### config.mk
export PLATFORM = sky130hd
export DESIGN_NAME = seq_mul_div_unit
export DESIGN_NICKNAME = d
export VERILOG_FILES = /design/src/rtl/seq_mul_div_unit.sv
export SDC_FILE = /design/constraint.sdc
export NUM_CORES = 1
export LEC_CHECK = 0
export BUFFER_PORTS_ARGS = -buffer_cell sky130_fd_sc_hd__buf_2
export CORE_ASPECT_RATIO = 1.25
export CORE_MARGIN = 3
export CORE_UTILIZATION = 29
export CTS_CLUSTER_DIAMETER = 30
export CTS_CLUSTER_SIZE = 40
export DETAILED_ROUTE_END_ITERATION = 16
export GPL_ROUTABILITY_DRIVEN = 0
export PLACE_DENSITY = 0.5
export SYNTH_ARGS = -nofsm -noshare
export SYNTH_HDL_FRONTEND = slang
export SYNTH_SLANG_ARGS = --single-unit
### constraint.sdc
create_clock -name Clock -period 4.5 [get_ports Clock]
set_input_delay 0.9 -clock Clock [delete_from_list [all_inputs] [get_ports Clock]]
set_output_delay 0.9 -clock Clock [all_outputs]
set_load 0.05 [all_outputs]
### src/rtl/seq_mul_div_unit.sv
// Multi-cycle signed multiply (radix-2 Booth) / divide (restoring, on magnitudes)
// producing a 2*WIDTH result as z_high:z_low.
module seq_mul_div_unit #(
  parameter int         WIDTH  = 32,
  parameter logic [4:0] MUL_OP = 5'b01100,
  parameter logic [4:0] DIV_OP = 5'b01101
) (
  input  logic             Clock,
  input  logic             Clear,
  input  logic             Start,
  input  logic [4:0]       op_code,
  input  logic [WIDTH-1:0] a_in,
  input  logic [WIDTH-1:0] b_in,
  output logic [WIDTH-1:0] z_high,
  output logic [WIDTH-1:0] z_low,
  output logic             Busy,
  output logic             Done,
  output logic             DivByZero
);

  // state | meaning
  // IDLE  | waiting for an accepted Start
  // RUN   | one Booth / restoring iteration per edge
  // FIX   | sign and special-case correction, result registered
  // DONE  | Done pulse, back to IDLE next edge
  typedef enum logic [1:0] {IDLE, RUN, FIX, DONE} state_t;

  localparam int CW = $clog2(WIDTH + 1);

  state_t           state, state_next;
  logic [CW-1:0]    count;
  logic [WIDTH:0]   acc;
  logic [WIDTH-1:0] qreg;
  logic             q_1;
  logic [WIDTH-1:0] m;
  logic [WIDTH-1:0] a_reg;
  logic             a_neg, b_neg, is_div, b_zero;
  logic             accept;

  assign accept = (state == IDLE) && Start && ((op_code == MUL_OP) || (op_code == DIV_OP));

  always_ff @(posedge Clock or negedge Clear) begin
    if (!Clear) state <= IDLE;
    else        state <= state_next;
  end

  always_comb begin
    state_next = state;
    Busy       = 1'b0;
    Done       = 1'b0;
    case (state)
      IDLE: if (accept) state_next = RUN;
      RUN: begin
        Busy = 1'b1;
        if (count == CW'(1)) state_next = FIX;
      end
      FIX: begin
        Busy       = 1'b1;
        state_next = DONE;
      end
      DONE: begin
        Busy       = 1'b1;
        Done       = 1'b1;
        state_next = IDLE;
      end
      default: state_next = IDLE;
    endcase
  end

  // Booth step: add/subtract multiplicand, then arithmetic shift of {acc,qreg,q_1}.
  // acc carries one guard bit so -2^(W-1) operands cannot overflow it.
  logic [WIDTH:0]   m_sext, booth_sum, booth_acc;
  logic [WIDTH-1:0] booth_q;
  always_comb begin
    m_sext = {m[WIDTH-1], m};
    case ({qreg[0], q_1})
      2'b01:   booth_sum = acc + m_sext;
      2'b10:   booth_sum = acc - m_sext;
      default: booth_sum = acc;
    endcase
    booth_acc = {booth_sum[WIDTH], booth_sum[WIDTH:1]};
    booth_q   = {booth_sum[0], qreg[WIDTH-1:1]};
  end

  // Restoring step on magnitudes; qreg shifts dividend bits out and quotient bits in.
  logic [WIDTH:0]   r_shift, div_acc;
  logic [WIDTH-1:0] div_q;
  logic             r_ge;
  always_comb begin
    r_shift = {acc[WIDTH-1:0], qreg[WIDTH-1]};
    r_ge    = (r_shift >= {1'b0, m});
    div_acc = r_ge ? (r_shift - {1'b0, m}) : r_shift;
    div_q   = {qreg[WIDTH-2:0], r_ge};
  end

  logic [WIDTH-1:0] fix_high, fix_low;
  always_comb begin
    fix_high = acc[WIDTH-1:0];
    fix_low  = qreg;
    if (is_div) begin
      if (b_zero) begin
        fix_high = a_reg;
        fix_low  = '1;
      end else begin
        fix_high = a_neg ? -acc[WIDTH-1:0] : acc[WIDTH-1:0];
        fix_low  = (a_neg ^ b_neg) ? -qreg : qreg;
      end
    end
  end

  always_ff @(posedge Clock or negedge Clear) begin
    if (!Clear) begin
      count     <= '0;
      acc       <= '0;
      qreg      <= '0;
      q_1       <= 1'b0;
      m         <= '0;
      a_reg     <= '0;
      a_neg     <= 1'b0;
      b_neg     <= 1'b0;
      is_div    <= 1'b0;
      b_zero    <= 1'b0;
      z_high    <= '0;
      z_low     <= '0;
      DivByZero <= 1'b0;
    end else begin
      case (state)
        IDLE: if (accept) begin
          count     <= CW'(WIDTH);
          acc       <= '0;
          q_1       <= 1'b0;
          a_reg     <= a_in;
          a_neg     <= a_in[WIDTH-1];
          b_neg     <= b_in[WIDTH-1];
          b_zero    <= (b_in == '0);
          is_div    <= (op_code == DIV_OP);
          DivByZero <= 1'b0;
          if (op_code == DIV_OP) begin
            qreg <= a_in[WIDTH-1] ? -a_in : a_in;
            m    <= b_in[WIDTH-1] ? -b_in : b_in;
          end else begin
            qreg <= a_in;
            m    <= b_in;
          end
        end
        RUN: begin
          count <= count - CW'(1);
          if (is_div) begin
            acc  <= div_acc;
            qreg <= div_q;
          end else begin
            acc  <= booth_acc;
            qreg <= booth_q;
            q_1  <= qreg[0];
          end
        end
        FIX: begin
          z_high    <= fix_high;
          z_low     <= fix_low;
          DivByZero <= is_div & b_zero;
        end
        default: ;
      endcase
    end
  end

endmodule

==> metrics.md, run 1 <==
| Metric | Value |
|---|---|
| Post-route ant nets | `0` |
| Via density | `between 5 and 6` |
| Crit end category | `flip-flop` |
| Sequential share of power | `about a third` |
| Worst-path clk slew | `approximately 0.040 ns` |
| Top cells by area, synth | `dfrtp_1 (32%), nand2_1 (7.3%), o21ai_0 (6.3%)` |
| Avg Inst Size Synth | `about 7.9 um^2` |
| Row count | `96` |
| Initial antenna violation count | `0` |
| Worst slew margin | `between 30% and 40%` |
| Reg-to-Reg Start | `m[1]` |
| Vias | `~15000` |
| P_int | `~4600 uW` |
| Share of cells above drive strength 1 | `14.9%` |
| Die Y-Extent | `270 um` |
| Mapped Nets | `between 2000 and 2500` |
| Hpwl dp | `approximately 40000 um` |
| Final Hold Fails | `0` |
| EDFF count, synth | `0` |
| Critical Path Fanout Max | `5` |
| Worst IR Drop VDD | `between 200 and 300 uV` |
| Yosys synthesis warning count | `0` |
| Crit path kind | `reg -> reg` |
| Clock power frac | `roughly two thirds` |
| Syn-to-layout area delta | `21.8%` |
| Worst Path Required | `between 4 and 5 ns` |
| Clock Sinks | `roughly 210` |
| Top reg by flops | `acc` |
| TNS Setup | `0 ns` |
| Final min period | `~4.2 ns` |
| Routed Wire Length | `54600 um` |
| Worst path arrival time | `roughly 4.6 ns` |
| Drt first-iter violations | `~1000` |
| Final WS setup | `0.347 ns` |
| Fmax | `between 0.2 and 0.25 GHz` |
| Worst R2R End | `acc[31]` |
| RSZ-0062 raised after global routing | `false` |
| Synthesis-stage register bit count | `~200` |
| Synth area leader | `dfrtp_1` |
| Post-synth cell types | `74` |
| Core area | `roughly 55000 um^2` |
| Worst reg2reg setup slack | `approximately 0.35 ns` |
| Die area | `58800 um^2` |
| I/O pin count | `between 100 and 150` |
| Initial Utilization | `between 20 and 30%` |
| Pin slew with the least headroom to its limit | `1.05 ns` |
| Clock skew | `0.0263 ns` |
| Synth top cells by count | `nand2_1 (317), dfrtp_1 (206), o21ai_0 (205), a21oi_1 (187), nor2_1 (131)` |
| Num CTS Buffers | `between 50 and 60` |
| Worst slack at placement | `roughly 0.22 ns` |
| DR pass1 iterations | `6` |
| Final slew viol count | `0` |
| Logic pwr share | `around 2.5%` |
| Cell count of the worst reg-to-reg path | `20` |
| Async set-or-reset flop fraction in the synthesized netlist | `100%` |
| Filler cell count | `5721` |
| Setup-failing EPs final | `0` |
| Die width | `between 200 and 250 um` |
| Max reg flops | `33` |
| Pin count of the biggest net entering global routing | `118` |
| Switch Pwr | `approximately 1300 uW` |
| First-pass GRT wire length | `85500 um` |
| Switch share | `21.6%` |
| Tcrit/Tclk final | `92.3%` |
| Total track usage | `between 15 and 20%` |
| CP startpoint kind | `flip-flop` |
| Pwr dens | `between 200 and 300 nW/um^2` |
| Post-synthesis sequential area ratio | `about a third` |
| Wire per inst | `between 15 and 20 um` |
| Clock Path Buffers | `3` |
| Status | `finished clean` |
| Leak pwr | `between 0.008 and 0.009 uW` |
| Layout Nets | `approximately 2300` |
| Hold Crit Class | `in -> async` |
| Top_reg_cell synth | `dfrtp_1` |
| Number of global-route vias before repair | `roughly 15000` |
| IO Port Bufs | `138` |
| DRC | `0` |
| Total gr overflow | `0` |
| CTS tree | `done` |
| Synth top area share | `31.8%` |
| CTS root buf | `clkbuf_16` |
| Post-Synthesis Cells | `2051` |
| Max Cap Viol | `0` |
| Cts hold-fix bufs | `0` |
| Depth of the CTS H-tree | `2` |
| Clock Latency Late Sink | `between 0.5 and 0.6 ns` |
| Number of diodes | `0` |
| Most instantiated library cell after synthesis | `nand2_1` |
| Syn Std Cell Area | `16200 um^2` |
[routing by layer]
metal | track usage (%) | routed length (um) | vias to the layer above
met1 | 24.5 | 24800 | 7194
met3 | 2.22 | 2690 | 104
met2 | 29.3 | 25100 | 444
li1 | - | - | 7587
met5 | 0 | 0 | -
met4 | 7.35 | 2040 | 0
[placed cells by master, fill, tap and decap left out, drive strengths merged, types with 22 or more instances in the layout]
cell type and instances:
a21o 44, a21oi 187, a31oi 23, buf 202
clkbuf 72, dfrtp 206, ha 77, inv 86
mux2i 48, nand2 317, nand3 24, nor2 131
nor3 41, nor4 23, o211ai 22, o21ai 209
o31ai 34, xnor2 99, xor2 81
[cell families (layout without fill, tap and decap cells)]
kind of cell	after synthesis	in the layout	synth area share (%)
multiplexers	66	66	4.21
buffers and inverters	214	384	5.05
AO/OA/AOI/OAI	669	669	25.4
AND/OR/NAND/NOR	637	637	17.6
XOR/XNOR	180	180	9.72
flip-flops	206	206	31.8
adder cells (fa/ha/maj)	79	79	6.19
[how the worst max path moves through the flow]
| stage | startpoint | endpoint | slack (ns) | cells after the start |
|---|---|---|---|---|
| finish | m[1] | acc[31] | 0.35 | 20 |
| global route | m[17] | acc[32] | 0.005 | 18 |
| CTS | m[1] | acc[29] | 0.21 | 21 |
| detailed placement | m[1] | acc[29] | 0.22 | 21 |
| global placement | m[1] | acc[29] | 0.27 | 21 |
| floorplan | m[1] | acc[29] | 0.35 | 20 |
[per-stage QoR]
step | utilization, % | cell area (um^2) | hold slack [ns] | total power, uW | cells
6_report | 35.8 | 19800 | 0.395 | 5870 | 2956
3_5_place_dp | 32.4 | 17900 | 0.466 | 2040 | 2859
2_1_floorplan | - | 16200 | 0.446 | 1920 | 2051
3_3_place_gp | 32.4 | 17900 | 0.463 | 2030 | 2859
5_1_grt | 35.8 | 19800 | 0.479 | 6070 | 2956
4_1_cts | 35.8 | 19700 | 0.453 | 5960 | 2955
[worst max-delay path, stage by stage, from the launching register on]
cell and delay, ns:
dfrtp_1 0.41, inv_2 0.12, ha_1 0.18, nor3b_2 0.16
buf_4 0.14, nand2_1 0.10, or3_1 0.38, nor4_1 0.21
buf_4 0.18, a31oi_1 0.09, xnor2_1 0.14, ha_1 0.35
nor2b_1 0.14, o21ai_0 0.15, nand2b_1 0.09, nor3b_1 0.20
o2111ai_1 0.15, and3_1 0.17, o21ai_1 0.23, mux2i_1 0.29
o211ai_1 0.14
[final cells by class]
| class | count | area, um^2 | share of cell area, % |
|---|---|---|---|
| Multi-Input combinational cell | 1631 | 10300 | 52.2 |
| Inverter | 86 | 323 | 1.63 |
| Sequential cell | 206 | 5160 | 26.1 |
| Tap cell | 735 | 920 | 4.65 |
| Timing Repair Buffer | 202 | 1220 | 6.17 |
| Clock inverter | 24 | 343 | 1.74 |
| Clock buffer | 72 | 1490 | 7.54 |
[timing repair]
action                                  in CTS  in global routing
endpoints found under the setup margin       0                  8
gates resized for setup                      0                  9
setup buffers                                0                  1
[power by group through the flow]
stage | Clock [uW] | Combinational (uW) | Sequential [uW]
CTS | 3950 | 151 | 1860
detailed placement | 0 | 150 | 1890
finish | 3870 | 147 | 1860
global placement | 0 | 148 | 1890
floorplan | 0 | 35.9 | 1890
global route | 4040 | 166 | 1860
Power figures use the tool's default switching activity.
==> run 2: changes to the inputs <==
Settings changed: CAP_MARGIN set to 20, GPL_ROUTABILITY_DRIVEN 0 to unset.
Clock period 4.5 ns to 5.4 ns, I/O delays scaled along.
==> metrics.md, run 2 (synthesis results as in run 1) <==
| Metric | Value |
|---|---|
| Hold Path End | `z_high[8]` |
| Clock Sinks | `206 (unchanged)` |
| Worst slew margin | `31.8% (+1.6 points)` |
| Initial antenna violation count | `0 (unchanged)` |
| CTS root buf | `clkbuf_16` |
| Number of diodes | `0 (unchanged)` |
| Leak pwr | `0.00901 uW (+0.19%)` |
| Pin slew with the least headroom to its limit | `1.02 ns (-0.0239 ns)` |
| Total track usage | `18.7% (+0.60 points)` |
| Drt first-iter violations | `1024 (-2.2%)` |
| Via density | `5.25 (+1.3%)` |
| Clock Latency Late Sink | `0.60 ns (+0.02 ns)` |
| I/O pin count | `139 (unchanged)` |
| Depth of the CTS H-tree | `2 (unchanged)` |
| Final Hold Fails | `0 (unchanged)` |
| First-pass GRT wire length | `87800 um (+2.7%)` |
| Die Y-Extent | `270 um (unchanged)` |
| Total gr overflow | `0 (unchanged)` |
| Clock Path Buffers | `3 (unchanged)` |
| Critical Path Fanout Max | `6 (+1)` |
| Max reg flops | `33 (unchanged)` |
| Hold path depth | `1` |
| Wire per inst | `19.2 um (+3.9%)` |
| DR pass1 iterations | `7 (+1)` |
| CTS tree | `done` |
| Max Cap Viol | `0 (unchanged)` |
| Worst IR Drop VDD | `239 uV (-15%)` |
| Final min period | `4.70 ns (+0.550 ns)` |
| Hold Crit Class | `reg -> reg` |
| Fmax | `0.213 GHz (-12%)` |
| Final WS setup | `0.697 ns (+0.350 ns)` |
| Syn-to-layout area delta | `22.3%` |
| Die width | `218 um (unchanged)` |
| Share of cells above drive strength 1 | `14.5% (-0.41 points)` |
| CP startpoint kind | `flip-flop` |
| Worst-path clk slew | `0.04 ns (about the same)` |
| Cts hold-fix bufs | `0 (unchanged)` |
| Pwr dens | `274 nW/um^2 (-7.8%)` |
| Num CTS Buffers | `58 (+9.4%)` |
| Worst slack at placement | `0.724 ns (+0.501 ns)` |
| Top reg by flops | `acc` |
| Initial Utilization | `29.4% (unchanged)` |
| Worst Path Required | `5.89 ns (+0.96 ns)` |
| Most frequent cells in the layout | `nand2_1 (317), o21ai_0 (205), dfrtp_1 (204), a21oi_1 (185), buf_2 (137)` |
| Reg-to-Reg Start | `m[1]` |
| Cell count of the worst reg-to-reg path | `18 (-10%)` |
| Vias | `15500 (+0.87%)` |
| Post-cts sizing count | `0 (unchanged)` |
| Routed Wire Length | `56500 um (+3.5%)` |
| Row count | `96 (unchanged)` |
| TNS Setup | `0 ns (unchanged)` |
| Hpwl dp | `42000 um (+2.1%)` |
| Final slew viol count | `0 (unchanged)` |
| DRC | `0 (unchanged)` |
| Min-Delay Startpoint | `z_high[8]` |
| Post-route ant nets | `0 (unchanged)` |
| Clock skew | `0.0186 ns (-0.00763 ns)` |
| Number of global-route vias before repair | `15400 (+1.3%)` |
| IO Port Bufs | `138 (unchanged)` |
| Postcts setup bufs | `0 (unchanged)` |
| Core area | `55100 um^2 (unchanged)` |
| Crit path kind | `reg -> reg` |
| RSZ-0062 raised after global routing | `false` |
| Pin count of the biggest net entering global routing | `99 (-16%)` |
| Worst R2R End | `acc[30]` |
| Worst path arrival time | `5.20 ns (+0.61 ns)` |
| Commonest non-fill, non-tap cell in the layout | `nand2_1` |
| Setup-failing EPs final | `0 (unchanged)` |
| Crit end category | `flip-flop` |
| Tcrit/Tclk final | `87.1% (-5.2 points)` |
| Worst reg2reg setup slack | `0.70 ns (+0.35 ns)` |
| Die area | `58800 um^2 (unchanged)` |
| Status | `finished clean` |
| Layout Nets | `2310 (-0.90%)` |
| GP Congestion | `0.957` |
==> run 2: cell count changes in the layout (fill, tap and decap cells not counted), sizes merged <==
cell	change
clkinv	+3
buf	-26
clkinvlp	+1
bufinv	+4
clkbuf	+5
==> run 2: layer usage <==
layer  global-route usage (%)  share of wire [%]  up-vias
met5                        0                  0        -
met2                     30.7                 46      432
li1                         -                  -     7556
met1                     24.8                 45     7363
met3                     3.15                5.2      111
met4                     6.63                3.2        0
==> run 2: how the worst max path moves through the flow <==
stage / startpoint / to / slack (ns) / depth (start not counted)
after floorplan: m[1] / acc[29] / 1.25 / 20
after global placement: m[7] / acc[23] / 0.72 / 17
after detailed placement: m[1] / acc[30] / 0.72 / 18
after CTS: m[1] / acc[30] / 0.68 / 18
after global routing: m[1] / acc[30] / 0.32 / 18
final: m[1] / acc[30] / 0.70 / 18
==> run 2: critical path, stage by stage, from the launching register on <==
cell      delay [ns]
dfrtp_1         0.39
inv_1           0.20
ha_1            0.22
nor3b_1         0.42
nand2_1         0.20
nor3_1          0.31
nor2_1          0.09
xnor2_1         0.14
ha_1            0.38
nand4_1         0.14
or3b_2          0.46
a211oi_1        0.25
nor3_1          0.15
o31ai_1         0.34
o21ai_0         0.19
o21ai_0         0.23
xor2_1          0.16
nor3_1          0.06
o31ai_1         0.25
==> run 2: stage by stage <==
| step | cell area [um^2] | hold WS, ns | cells | util, % | total power (uW) |
|---|---|---|---|---|---|
| after detailed placement | 17700 | 0.464 | 2834 | 32.0 | 1700 |
| after global routing | 19800 | 0.502 | 2943 | 36.0 | 5600 |
| after CTS | 19800 | 0.484 | 2943 | 36.0 | 5500 |
| after global placement | 17700 | 0.462 | 2834 | 32.0 | 1700 |
| after floorplan | 16200 | 0.446 | 2051 | - | 1600 |
| final | 19800 | 0.480 | 2943 | 36.0 | 5430 |
==> run 2: final cells by class <==
cell class | instances | area, um^2
Clock buffer | 77 | 1670
Clock inverter | 32 | 492
Fill cell | 5778 | 35300
Inverter | 86 | 323
Multi-Input combinational cell | 1631 | 10300
Sequential cell | 206 | 5160
Tap cell | 735 | 920
Timing Repair Buffer | 176 | 986
==> run 2: report_power, final <==
| group | switching (uW) | internal (uW) |
|---|---|---|
| sequential | 0 | 1550 |
| combinational | 82.4 | 39.7 |
| clock | 1080 | 2680 |
| total | 1170 | 4270 |
==> run 3: changes to the inputs <==
Settings changed: RECOVER_POWER set to 50.
==> metrics.md, run 3 (synthesis results as in run 1) <==
| Metric | Value |
|---|---|
| Core area | `55100 um^2 (unchanged)` |
| Clock Latency Late Sink | `0.60 ns (about the same)` |
| TNS Setup | `0 ns (unchanged)` |
| Tcrit/Tclk final | `87.6% (+0.47 points)` |
| Syn-to-layout area delta | `22.0%` |
| CP startpoint kind | `flip-flop` |
| CTS root buf | `clkbuf_16` |
| Clock Path Buffers | `3 (unchanged)` |
| Fmax | `0.211 GHz (-0.54%)` |
| Clock skew | `0.0244 ns (+0.00573 ns)` |
| Postcts setup bufs | `0 (unchanged)` |
| Fin cells | `2943 (unchanged)` |
| Layout Nets | `2310 (unchanged)` |
| Top reg by flops | `acc` |
| Critical path's most frequent cell | `buf_4` |
| Critical Path Fanout Max | `31 (+25)` |
| GR met1 Demand/Resource | `24.8% (unchanged)` |
| Worst Path Required | `5.83 ns (-0.06 ns)` |
| DR pass1 iterations | `6 (-1)` |
| Post-route ant nets | `0 (unchanged)` |
| Depth of the CTS H-tree | `2 (unchanged)` |
| Fin util | `35.9% (-0.073 points)` |
| Total track usage | `18.7% (unchanged)` |
| Drt first-iter violations | `1067 (+4.2%)` |
| Status | `complete, but fails checks` |
| Post-placement cell count | `2834 (unchanged)` |
| Share of cells above drive strength 1 | `14.1% (-0.36 points)` |
| Pin slew with the least headroom to its limit | `3.96 ns (+2.94 ns)` |
| Most frequent cells in the layout | `nand2_1 (317), o21ai_0 (205), dfrtp_1 (204), a21oi_1 (185), buf_2 (137)` |
| GP Congestion | `0.957 (unchanged)` |
| DRC | `0 (unchanged)` |
| Die width | `218 um (unchanged)` |
| Num CTS Buffers | `58 (unchanged)` |
| Worst slew margin | `-164% (-200 points)` |
| Clock Sinks | `206 (unchanged)` |
| CP bufs+invs | `3 (+2)` |
| CTS tree | `done` |
| Routed Wire Length | `56500 um (about the same)` |
| RSZ-0062 raised after global routing | `false` |
| Switch Pwr | `1160 uW (-0.32%)` |
| Total gr overflow | `0 (unchanged)` |
| Switch share | `21.4% (-0.049 points)` |
| Final Hold Fails | `0 (unchanged)` |
| Worst path arrival time | `5.16 ns (-0.04 ns)` |
| Commonest non-fill, non-tap cell in the layout | `nand2_1` |
| Crit path kind | `reg -> reg` |
| Number of diodes | `0 (unchanged)` |
| Hold Crit Class | `reg -> reg` |
| Row count | `96 (unchanged)` |
| Failing checks | `max-capacitance violations, max-slew violations` |
| Max reg flops | `33 (unchanged)` |
| Pin count of the biggest net entering global routing | `99 (unchanged)` |
| Vias | `15500 (+0.019%)` |
| Initial Utilization | `29.4% (unchanged)` |
| I/O pin count | `139 (unchanged)` |
| Setup-failing EPs final | `0 (unchanged)` |
| Final Cell Area | `19800 um^2 (-0.20%)` |
| Logic pwr share | `2.2% (about the same)` |
| P_int | `4270 uW (about the same)` |
| Clock power frac | `69.2% (about the same)` |
| Placed instance area | `17700 um^2 (unchanged)` |
| Max Cap Viol | `7 (+7)` |
| Die area | `58800 um^2 (unchanged)` |
| GR peak layer | `met2` |
| GR Layer Usage met2 | `30.7% (unchanged)` |
| Worst-path clk slew | `0.05 ns (about the same)` |
| Final min period | `4.73 ns (+0.0256 ns)` |
| First-pass GRT wire length | `87800 um (unchanged)` |
| Filler cell count | `5782 (+0.069%)` |
| Crit path max-delay family | `compound AO/OA/AOI/OAI gates` |
| Critical Path Max Stage Delay | `0.51 ns (+0.05 ns)` |
| Initial antenna violation count | `0 (unchanged)` |
| IO Port Bufs | `138 (unchanged)` |
| Worst IR Drop VDD | `240 uV (+0.34%)` |
| Hpwl dp | `42000 um (unchanged)` |
| Wire per inst | `19.2 um (about the same)` |
| CP Cell Sequence | `buf_4 -> ha_1 -> buf_4 -> nor2_1 -> xnor2_1 -> ha_1 -> nand2b_1 -> a21oi_1 -> a2111oi_0 -> o21ai_0 -> o31ai_1 -> buf_4 -> o21ai_0 -> a31oi_1 -> xnor2_1 -> a222oi_1 -> o211ai_1` |
| Via density | `5.25 (about the same)` |
| Met3 global-route usage | `3.15% (unchanged)` |
| Crit end category | `flip-flop` |
| Cts hold-fix bufs | `0 (unchanged)` |
| Die Y-Extent | `270 um (unchanged)` |
| Final slew viol count | `431 (+431)` |
| Pwr dens | `274 nW/um^2 (+0.11%)` |
| CP max stage cell | `a2111oi_0` |
| Sequential share of power | `28.5% (about the same)` |
| Leak pwr | `0.00899 uW (-0.24%)` |
| Post-cts sizing count | `0 (unchanged)` |
| Number of global-route vias before repair | `15400 (unchanged)` |
[run 3: cell count changes in the layout (fill, tap and decap cells not counted)]
| cell | before | now |
|---|---|---|
| buf_4 | 38 | 31 |
| clkbuf_1 | 4 | 10 |
| ha_2 | 2 | 0 |
| clkbuf_2 | 0 | 2 |
| buf_8 | 1 | 0 |
| ha_1 | 75 | 77 |
[run 3: path summary, 6_finish.rpt]
path                                   to      start  slack [ns]  cells past startpoint
worst max-delay path              acc[23]    qreg[0]        0.67                     17
worst min-delay path            z_high[8]  z_high[8]        0.48                      1
worst max register to register    acc[23]    qreg[0]        0.67                     17
worst min register to register  z_high[8]  z_high[8]        0.48                      1
max in group asynchronous         acc[23]      Clear        1.20                      2
min in group asynchronous        z_low[4]      Clear        1.25                      1
[run 3: worst register-to-register path: stages, from the launching register on]
cell	delay, ns
dfrtp_1	0.31
buf_4	0.15
ha_1	0.32
buf_4	0.37
nor2_1	0.09
xnor2_1	0.32
ha_1	0.36
nand2b_1	0.13
a21oi_1	0.12
a2111oi_0	0.51
o21ai_0	0.33
o31ai_1	0.27
buf_4	0.19
o21ai_0	0.15
a31oi_1	0.25
xnor2_1	0.16
a222oi_1	0.39
o211ai_1	0.14
[run 3: per-layer routing]
layer / part of all wire, % / vias to the layer above / wire length, um
met5: 0 / - / 0
met4: 3.2 / 0 / 1790
met3: 5.4 / 108 / 3040
met2: 46 / 445 / 26000
met1: 45 / 7347 / 25600
li1: - / 7565 / -
[run 3: power groups by stage]
stage	Sequential, uW	Clock, uW	Combinational, uW
final	1550	3760	120
after global routing	1550	3910	136
after CTS	1550	3830	125
after detailed placement	1570	0	125
after global placement	1570	0	124
after floorplan	1570	0	29.9
[run 3: per-stage QoR]
stage | power (uW) | worst slack [ns] | hold slack (ns)
after floorplan | 1600 | 1.25 | 0.446
after global placement | 1700 | 0.719 | 0.462
after detailed placement | 1700 | 0.724 | 0.464
after CTS | 5500 | 0.684 | 0.484
after global routing | 5600 | 0.228 | 0.502
final | 5430 | 0.671 | 0.480
[run 3: layout make-up]
cell class | instances | area (um^2) | area share [%]
Sequential cell | 206 | 5160 | 26.1
Clock buffer | 77 | 1670 | 8.45
Tap cell | 735 | 920 | 4.65
Inverter | 86 | 323 | 1.63
Clock inverter | 32 | 492 | 2.48
Timing Repair Buffer | 176 | 951 | 4.81
Multi-Input combinational cell | 1631 | 10300 | 51.9
